## config.mk

```make
export PLATFORM = sky130hd
export DESIGN_NAME = spi_ram_ctrl_flat
export DESIGN_NICKNAME = d
export VERILOG_FILES = /design/src/rtl/spi_ram_ctrl_pkg.sv /design/src/rtl/spi_ram_ctrl_if.sv /design/src/rtl/spi_ram_mem.sv /design/src/rtl/spi_ram_ctrl.sv /design/src/flat_wrapper.sv
export SDC_FILE = /design/constraint.sdc
export NUM_CORES = 2
export LEC_CHECK = 0
export CAP_MARGIN = 25
export CORE_MARGIN = 2
export CORE_UTILIZATION = 50
export CTS_CLUSTER_DIAMETER = 200
export DETAILED_ROUTE_END_ITERATION = 6
export PLACE_DENSITY_LB_ADDON = 0.08
export RECOVER_POWER = 50
export SLEW_MARGIN = 20
export SYNTH_ARGS = -nofsm -noshare
export SYNTH_HDL_FRONTEND = slang
export SYNTH_SLANG_ARGS = --single-unit
```

## constraint.sdc

```tcl
create_clock -name clk -period 7 [get_ports clk]
set_clock_uncertainty 0.05 [all_clocks]
set_input_delay 2.1 -clock clk [delete_from_list [all_inputs] [get_ports clk]]
set_output_delay 2.1 -clock clk [all_outputs]
set_load 0.05 [all_outputs]
```

## src/rtl/spi_ram_ctrl_pkg.sv

```systemverilog
// Shared types for the SPI RAM controller: opcodes, address-validity states
// and small state helpers.
package spi_ram_ctrl_pkg;

  typedef enum logic [1:0] {
    CMD_WR_ADDR = 2'b00,
    CMD_WR_DATA = 2'b01,
    CMD_RD_ADDR = 2'b10,
    CMD_RD_DATA = 2'b11
  } cmd_e;

  typedef enum logic [1:0] {
    IDLE,
    WA,
    RA,
    WRA
  } ram_state_e;

  // True when a write address has been loaded since reset.
  function automatic logic has_wr_addr(ram_state_e s);
    return (s == WA) || (s == WRA);
  endfunction

  // True when a read address has been loaded since reset.
  function automatic logic has_rd_addr(ram_state_e s);
    return (s == RA) || (s == WRA);
  endfunction

endpackage

```

## src/rtl/spi_ram_ctrl_if.sv

```systemverilog
// Word-level link between the SPI slave (master side) and the RAM controller
// (slave side).
interface spi_ram_ctrl_if;

  logic [9:0] din;
  logic       rx_valid;
  logic [7:0] dout;
  logic       tx_valid;
  logic       seq_err;

  modport master (
    output din,
    output rx_valid,
    input  dout,
    input  tx_valid,
    input  seq_err
  );

  modport slave (
    input  din,
    input  rx_valid,
    output dout,
    output tx_valid,
    output seq_err
  );

endinterface

```

## src/rtl/spi_ram_mem.sv

```systemverilog
// Synchronous single-port byte array with a registered read port.
// No reset: contents and the read register persist across controller reset.
module spi_ram_mem #(
  parameter int unsigned DEPTH  = 256,
  parameter int unsigned ADDR_W = 8
) (
  input  logic              clk,
  input  logic              we,
  input  logic              re,
  input  logic [ADDR_W-1:0] addr,
  input  logic [7:0]        wdata,
  output logic [7:0]        rdata
);

  logic [7:0] mem [DEPTH];

  // Write and registered read share one address port.
  always_ff @(posedge clk) begin
    if (we) begin
      mem[addr] <= wdata;
    end
    if (re) begin
      rdata <= mem[addr];
    end
  end

endmodule

```

## src/rtl/spi_ram_ctrl.sv

```systemverilog
// RAM controller behind the SPI slave: decodes 10-bit command words, tracks
// which addresses are loaded, and returns read bytes on dout/tx_valid.
// Optional feature macro: SPI_RAM_AUTO_INC_EN (post-increment addresses on
// data commands, wrapping at MEM_DEPTH-1).
module spi_ram_ctrl
  import spi_ram_ctrl_pkg::*;
#(
  parameter int unsigned MEM_DEPTH = 256,
  parameter int unsigned ADDR_SIZE = 8
) (
  input logic           clk,
  input logic           rst_n,
  spi_ram_ctrl_if.slave bus
);

  logic                 rx_valid_q;
  logic                 accept;
  cmd_e                 cmd;
  logic [7:0]           payload;
  logic                 in_range;
  ram_state_e           state_q, state_d;
  logic [ADDR_SIZE-1:0] wr_addr_q, rd_addr_q, mem_addr;
  logic                 wr_addr_ld, rd_addr_ld, mem_we, mem_re, err_d;
  logic                 tx_valid_q, seq_err_q, rd_done_q;
  logic [7:0]           rdata;

  assign accept   = bus.rx_valid & ~rx_valid_q;
  assign cmd      = cmd_e'(bus.din[9:8]);
  assign payload  = bus.din[7:0];
  assign in_range = {24'd0, payload} < MEM_DEPTH;

  // Edge detector and FSM state register.
  always_ff @(posedge clk or negedge rst_n) begin
    if (!rst_n) begin
      rx_valid_q <= 1'b0;
      state_q    <= IDLE;
    end else begin
      rx_valid_q <= bus.rx_valid;
      state_q    <= state_d;
    end
  end

  // Next state: only in-range address loads move the FSM.
  always_comb begin
    state_d = state_q;
    if (accept && in_range) begin
      unique case (cmd)
        CMD_WR_ADDR: state_d = has_rd_addr(state_q) ? WRA : WA;
        CMD_RD_ADDR: state_d = has_wr_addr(state_q) ? WRA : RA;
        default:     state_d = state_q;
      endcase
    end
  end

  // Command decode: address loads, memory strobes and rejections.
  always_comb begin
    wr_addr_ld = 1'b0;
    rd_addr_ld = 1'b0;
    mem_we     = 1'b0;
    mem_re     = 1'b0;
    err_d      = 1'b0;
    if (accept) begin
      unique case (cmd)
        CMD_WR_ADDR: begin
          wr_addr_ld = in_range;
          err_d      = ~in_range;
        end
        CMD_WR_DATA: begin
          mem_we = has_wr_addr(state_q);
          err_d  = ~has_wr_addr(state_q);
        end
        CMD_RD_ADDR: begin
          rd_addr_ld = in_range;
          err_d      = ~in_range;
        end
        CMD_RD_DATA: begin
          mem_re = has_rd_addr(state_q);
          err_d  = ~has_rd_addr(state_q);
        end
        default: err_d = 1'b0;
      endcase
    end
  end

`ifdef SPI_RAM_AUTO_INC_EN
  localparam logic [ADDR_SIZE-1:0] LastAddr = ADDR_SIZE'(MEM_DEPTH - 1);
`endif

  // Address registers; optional post-increment after each data access.
  always_ff @(posedge clk or negedge rst_n) begin
    if (!rst_n) begin
      wr_addr_q <= '0;
      rd_addr_q <= '0;
    end else begin
      if (wr_addr_ld) begin
        wr_addr_q <= ADDR_SIZE'(payload);
`ifdef SPI_RAM_AUTO_INC_EN
      end else if (mem_we) begin
        wr_addr_q <= (wr_addr_q == LastAddr) ? '0 : wr_addr_q + 1'b1;
`endif
      end
      if (rd_addr_ld) begin
        rd_addr_q <= ADDR_SIZE'(payload);
`ifdef SPI_RAM_AUTO_INC_EN
      end else if (mem_re) begin
        rd_addr_q <= (rd_addr_q == LastAddr) ? '0 : rd_addr_q + 1'b1;
`endif
      end
    end
  end

  // Output pulses; rd_done_q masks the unreset memory read register.
  always_ff @(posedge clk or negedge rst_n) begin
    if (!rst_n) begin
      tx_valid_q <= 1'b0;
      seq_err_q  <= 1'b0;
      rd_done_q  <= 1'b0;
    end else begin
      tx_valid_q <= mem_re;
      seq_err_q  <= err_d;
      rd_done_q  <= rd_done_q | mem_re;
    end
  end

  assign mem_addr     = mem_we ? wr_addr_q : rd_addr_q;
  assign bus.dout     = rd_done_q ? rdata : 8'h00;
  assign bus.tx_valid = tx_valid_q;
  assign bus.seq_err  = seq_err_q;

  spi_ram_mem #(
    .DEPTH  (MEM_DEPTH),
    .ADDR_W (ADDR_SIZE)
  ) u_mem (
    .clk   (clk),
    .we    (mem_we),
    .re    (mem_re),
    .addr  (mem_addr),
    .wdata (payload),
    .rdata (rdata)
  );

endmodule

```

## src/flat_wrapper.sv

```systemverilog
// flat-port wrapper written by rule: the top's interface ports become plain ports
module spi_ram_ctrl_flat import spi_ram_ctrl_pkg::*;
#(
  parameter int unsigned MEM_DEPTH = 256,
  parameter int unsigned ADDR_SIZE = 8
)
  (clk, rst_n, bus_din, bus_rx_valid, bus_dout, bus_tx_valid, bus_seq_err);
  spi_ram_ctrl_if bus_i ();
  input logic clk;
  input logic rst_n;
  input wire logic [$bits(bus_i.din)-1:0] bus_din;
  input wire logic [$bits(bus_i.rx_valid)-1:0] bus_rx_valid;
  output wire logic [$bits(bus_i.dout)-1:0] bus_dout;
  output wire logic [$bits(bus_i.tx_valid)-1:0] bus_tx_valid;
  output wire logic [$bits(bus_i.seq_err)-1:0] bus_seq_err;
  assign bus_i.din = bus_din;
  assign bus_i.rx_valid = bus_rx_valid;
  assign bus_dout = bus_i.dout;
  assign bus_tx_valid = bus_i.tx_valid;
  assign bus_seq_err = bus_i.seq_err;
  spi_ram_ctrl #(.MEM_DEPTH(MEM_DEPTH), .ADDR_SIZE(ADDR_SIZE)) u_core (.clk(clk), .rst_n(rst_n), .bus(bus_i));
endmodule
```

# After elaboration in Yosys (flattened, before gate mapping)
# Memories as Yosys holds them, arrays and structs flattened. A register that Yosys moved wholly into a read port is not among the register bits.
# Cells that the tools add are included.
[classes]
eq_ne = 6
n_mux = 17
bitwise = 5
reduce_logical = 6
[op_table]
columns = ["op", "count"]
rows = [
  ["8-bit two-way mux", 2],
  ["1-bit two-way mux", 12],
  ["2-bit equality test, second input constant", 4],
  ["2-bit by 1-bit equality test with 1-bit output, second input constant", 2],
  ["2-bit one-hot mux with 2 select lines", 1],
  ["1-bit inverter", 3],
  ["1-bit one-hot mux with 3 select lines", 1],
  ["2-bit logical NOT", 1],
  ["1-bit logical OR", 2],
  ["2-bit two-way mux", 1],
  ["2-bit AND reduction", 1],
  ["2-bit nonzero test", 1],
  ["2-bit OR reduction", 1],
  ["1-bit bitwise AND", 1],
  ["1-bit bitwise OR", 1],
]
[totals]
ff_bits = 22
ramBits = 2048
in_bits = 13
output_inout_bits = 10
word_cells = 42
n_memories = 1
[mem_list]
columns = ["memory", "depth", "width", "rd", "rd_ports_with_merged_regs", "wr", "line", "rtl"]
rows = [
  ["u_core.u_mem.mem", 256, 8, 1, 1, 1, "spi_ram_mem.sv:15", "logic [7:0] mem [DEPTH];"],
]

# Logic depth before layout (Yosys ltp)
[logic_depth]
ltp_word = 6
mapped_depth = 12
ltp_nobuf = 7

# By module
# A second synthesis with hierarchy kept.
[hier_totals]
cells_unflattened = 3614
hier_area_um2 = 79543.8
[modules_own_cells]
columns = ["module", "n_inst", "cells_each", "area_per_inst_um2", "seq_area_each_um2"]
rows = [
  ["spi_ram_mem", 1, 3547, 78572.9, 61739.2],
  ["spi_ram_ctrl", 1, 67, 970.9, 550.5],
]

# Worst setup path before layout
# No wires, ideal clock.
[synth_timing]
kind = "input to register"
start = "in bus_din[9]"
end = "mem u_core.u_mem.mem[144][0] (enable)"
setup_ns = 0.383
t_arrival_ns = 4.415
required_time_ns = 6.567
setup_slack_ns = 2.151
stages = 9
path_buffers = 5
path_cell_list = "or2b_4 nor4_1 buf_2 buf_2 clkbuf_1 buf_2 nor2_1 clkbuf_1 nor3_1"
[synth_via]
elab_chain_cells = 5
word_cells_on_any_way = 6
cone_classes = "eq/ne (1); mux (5)"
[synth_lines]
columns = ["element", "line", "rtl"]
rows = [
  ["start, declared", "flat_wrapper.sv:11", "input wire logic [$bits(bus_i.din)-1:0] bus_din;"],
  ["2-bit by 1-bit equality test with 1-bit output *", "spi_ram_ctrl.sv:63", "unique case (cmd)"],
  ["1-bit two-way mux *", "spi_ram_ctrl.sv:63", ""],
  ["1-bit two-way mux *", "spi_ram_ctrl.sv:62", "if (accept) begin"],
  ["1-bit two-way mux", "spi_ram_mem.sv:19", "if (we) begin"],
  ["1-bit two-way mux (implied by the code)", "spi_ram_mem.sv:20", "mem[addr] <= wdata;"],
  ["end, declared", "spi_ram_mem.sv:15", ""],
]
# Mark *: on every way between the ends. The rest lies on a longest branch, timed or not.

# Worst setup path after layout
[layout_timing]
start = "in bus_din[6]"
end = "mem u_core.u_mem.mem[196][6], data pin"
# No word-level cell before the write port.

==> summary.md <==
| Metric | Value |
|---|---|
| Outcome | `complete, but fails checks` |
| Failing checks | `max-capacitance violations, max-slew violations` |
| Fin cells | `8862` |
| Worst-path cell chain | `dlymetal6s4s_1 > clkbuf_2` |
| Drt drc | `0` |
| Clock Latency Late Sink | `0.88 ns` |
| DR iter-0 viols | `7083` |
| Synth cell types | `78` |
| Final hold vios | `0` |
| FP Rows | `155` |
| Peak Freq | `156 MHz` |
| Vias in the first global route | `58700` |
| Die Y | `429 um` |
| Layout cells sized above 1 | `0.161` |
| # H-tree levels | `4` |
| Crit path DAT | `6.89 ns` |
| Fin util | `0.571` |
| All-Layer GR Usage | `0.316` |
| Synthesized cell area | `90300 sq um` |
| GR Overflow Total | `0` |
| Initial antenna violation count | `6` |
| Peak supply drop | `256 uV` |
| Initial Utilization | `0.504` |
| Relative slew margins | `-2.37` |
| CP max FO | `115` |
| Total power | `30.5 mW` |
| Io pins | `23` |
| Max_cap viols | `14` |
| Period minus WS final | `6.41 ns` |
| HP Class | `flop to flop` |
| EDFF count, synth | `2056` |
| DIE AREA | `184000 sq um` |
| Slowest cell on the critical path | `dlymetal6s4s_1` |
| Area of the multi-input gates | `25600 sq um` |
| CTS Hold Bufs | `0` |
| Crit. End Element | `flop` |
| FFs w/ async S/R, synth | `0.0106` |
| Post-place instance area | `95700 sq um` |
| CP Class | `input port to flop` |
| Register bit total from synthesis | `2078` |
| Drt wl/cell | `33.4 um` |
| GP Congestion | `0.885` |
| First-pass GRT wire length | `425 mm` |
| Post-route design area | `102000 sq um` |
| Pwr dens | `298 nW/um^2` |
| Core box area | `179000 sq um` |
| Setup_tns | `0 ns` |
| CP Buf/Inv Count | `2` |
| Synthesized instance count | `6156` |
| Root buffer cell | `clkbuf_16` |
| Largest net degree at the start of global routing | `166` |
| Clk slew on worst S/H paths | `0.06 ns` |
| Initial DRT Pass Iterations | `6` |
| Num CTS Buffers | `216` |
| Top FF cell, synth | `edfxtp_1` |
| Filler cells | `14200` |
| Leakage power | `31.7 nW` |
| Register area | `62300 sq um` |
| Vias/cell | `6.72` |
| Slowest stage delay, CP | `3.52 ns` |
| Syn. warnings | `0` |
| Syn_nets | `6169` |
| Post-cts sizing count | `0` |
| Clock sink total | `2078` |
| Post-DRT Antenna Nets | `0` |
| Seq/Total Area, Yosys | `0.690` |
| Slew @ Worst Pin | `5.05 ns` |
| DP HPWL | `174 mm` |
| Slew Limit Fails | `1248` |
| Final period util | `0.915` |
| Critical Path RT | `7.48 ns` |
| Final setup fails | `0` |
| CTS tree | `yes` |
| Detailed Route WL | `296 mm` |
| Final Worst Setup Slack | `0.595 ns` |
| Clock Path Buffers | `3` |
| Startpoint types | `input port` |
| Area Overhead vs Synth | `13.2%` |
| Post-CTS setup buffer count | `0` |
| IO Port Bufs | `22` |
| Die width | `429 um` |
| Placed cells | `8457` |
| Hold WS | `0.528 ns` |
| Mean Syn Cell Area | `14.7 sq um` |
| RSZ-0062 raised after global routing | `false` |
| Dpl ws | `0.0249 ns` |
| Top delay family on crit path | `buffers and inverters` |
| Via Count | `59600` |
| Nets | `6333` |
-- per-layer routing --
metal	track usage	vias up	wire, um	part of all wire
met5	0	-	19	0.000064
met4	0.130	2	13300	0.045
met3	0.0519	610	25400	0.086
met2	0.499	3053	138000	0.47
met1	0.438	30700	119000	0.40
li1	-	25300	-	-
-- kinds of logic after synthesis --
kind of cell,share of synthesized area
DFF,0.690
AOI/OAI and AO/OA,0.205
buffers and inverters,0.0287
muxes,0.0471
and+or+nand+nor,0.0293
-- layout by cell type, fill, tap and decap left out, types with 14 or more instances in the layout --
master and instances:
edfxtp_1 2056, a31oi_1 14, o211ai_1 15, a21oi_1 14
clkbuf_1 74, buf_4 456, nand2_1 286, o41ai_1 261
nor2_1 211, clkinv_2 33, dfrtp_1 18, a31o_2 103
a41o_1 112, o21ai_0 586, o2111ai_1 14, a22oi_1 28
clkinv_1 56, clkbuf_16 219, mux2i_1 259, mux4_2 56
buf_12 54, a41oi_1 109, nor3_1 52, o2bb2ai_1 214
mux2_2 34, o21a_1 961
-- registers in the layout (all words and copies together), names as in the netlist --
| register | cells |
|---|---|
| u_core.u_mem.mem | 2048 |
| u_core.rd_addr_q | 8 |
| u_core.u_mem.rdata | 8 |
| u_core.wr_addr_q | 8 |
| u_core.state_q | 2 |
| u_core.bus.seq_err | 1 |
| u_core.bus.tx_valid | 1 |
| u_core.rd_done_q | 1 |
| u_core.rx_valid_q | 1 |
-- area by class of cell --
cell class                      count  share of cell area
Sequential cell                  2078               0.609
Antenna cell                        4           0.0000979
Clock buffer                      286              0.0562
Clock inverter                    115             0.00857
Multi-Input combinational cell   3477               0.250
Timing Repair Buffer              545              0.0466
Tap cell                         2355              0.0288
Inverter                            2           0.0000734
-- cells in the mapped netlist, types with 8 or more instances --
master / number / area, sq um
nor3_1: 54 / 270
buf_6: 13 / 146
and2_1: 13 / 81.3
buf_1: 51 / 191
a22oi_1: 28 / 210
mux4_2: 56 / 1260
buf_4: 11 / 82.6
mux2i_1: 259 / 2590
o2111ai_1: 14 / 123
a41o_1: 112 / 1120
clkbuf_1: 369 / 1390
buf_2: 155 / 776
nor2_1: 212 / 796
o22a_1: 12 / 105
o2bb2ai_1: 214 / 1870
nand2_1: 291 / 1090
dfrtp_1: 22 / 551
o21a_1: 963 / 7230
o211ai_1: 15 / 113
nand3_1: 12 / 60.1
a31oi_1: 14 / 87.6
a21oi_1: 14 / 70.1
a41oi_1: 109 / 955
mux2_2: 34 / 383
o21ai_0: 588 / 2940
edfxtp_1: 2056 / 61700
or2_2: 8 / 50.1
a31o_2: 103 / 902
o41ai_1: 264 / 2310
-- path summary, 6_finish.rpt --
check	to	slack [ns]	from	cells after the start
setup / recovery	u_core.u_mem.mem[196][6]	0.59	bus_din[6]	2
hold / removal	u_core.state_q[1]	0.53	u_core.state_q[1]	1
setup reg to reg	u_core.u_mem.rdata[5]	2.03	u_core.wr_addr_q[1]	9
hold reg to reg	u_core.state_q[1]	0.53	u_core.state_q[1]	1
max in group asynchronous	u_core.rd_addr_q[1]	3.90	rst_n	2
min in group asynchronous	u_core.state_q[1]	2.02	rst_n	2
-- where the power goes --
group / internal (mW) / total, mW / switching (mW)
Clock: 6.09 / 11.0 / 4.89
Combinational: 1.88 / 5.65 / 3.77
Sequential: 13.7 / 13.8 / 0.110
Total: 21.7 / 30.5 / 8.77
Power figures use the tool's default switching activity.
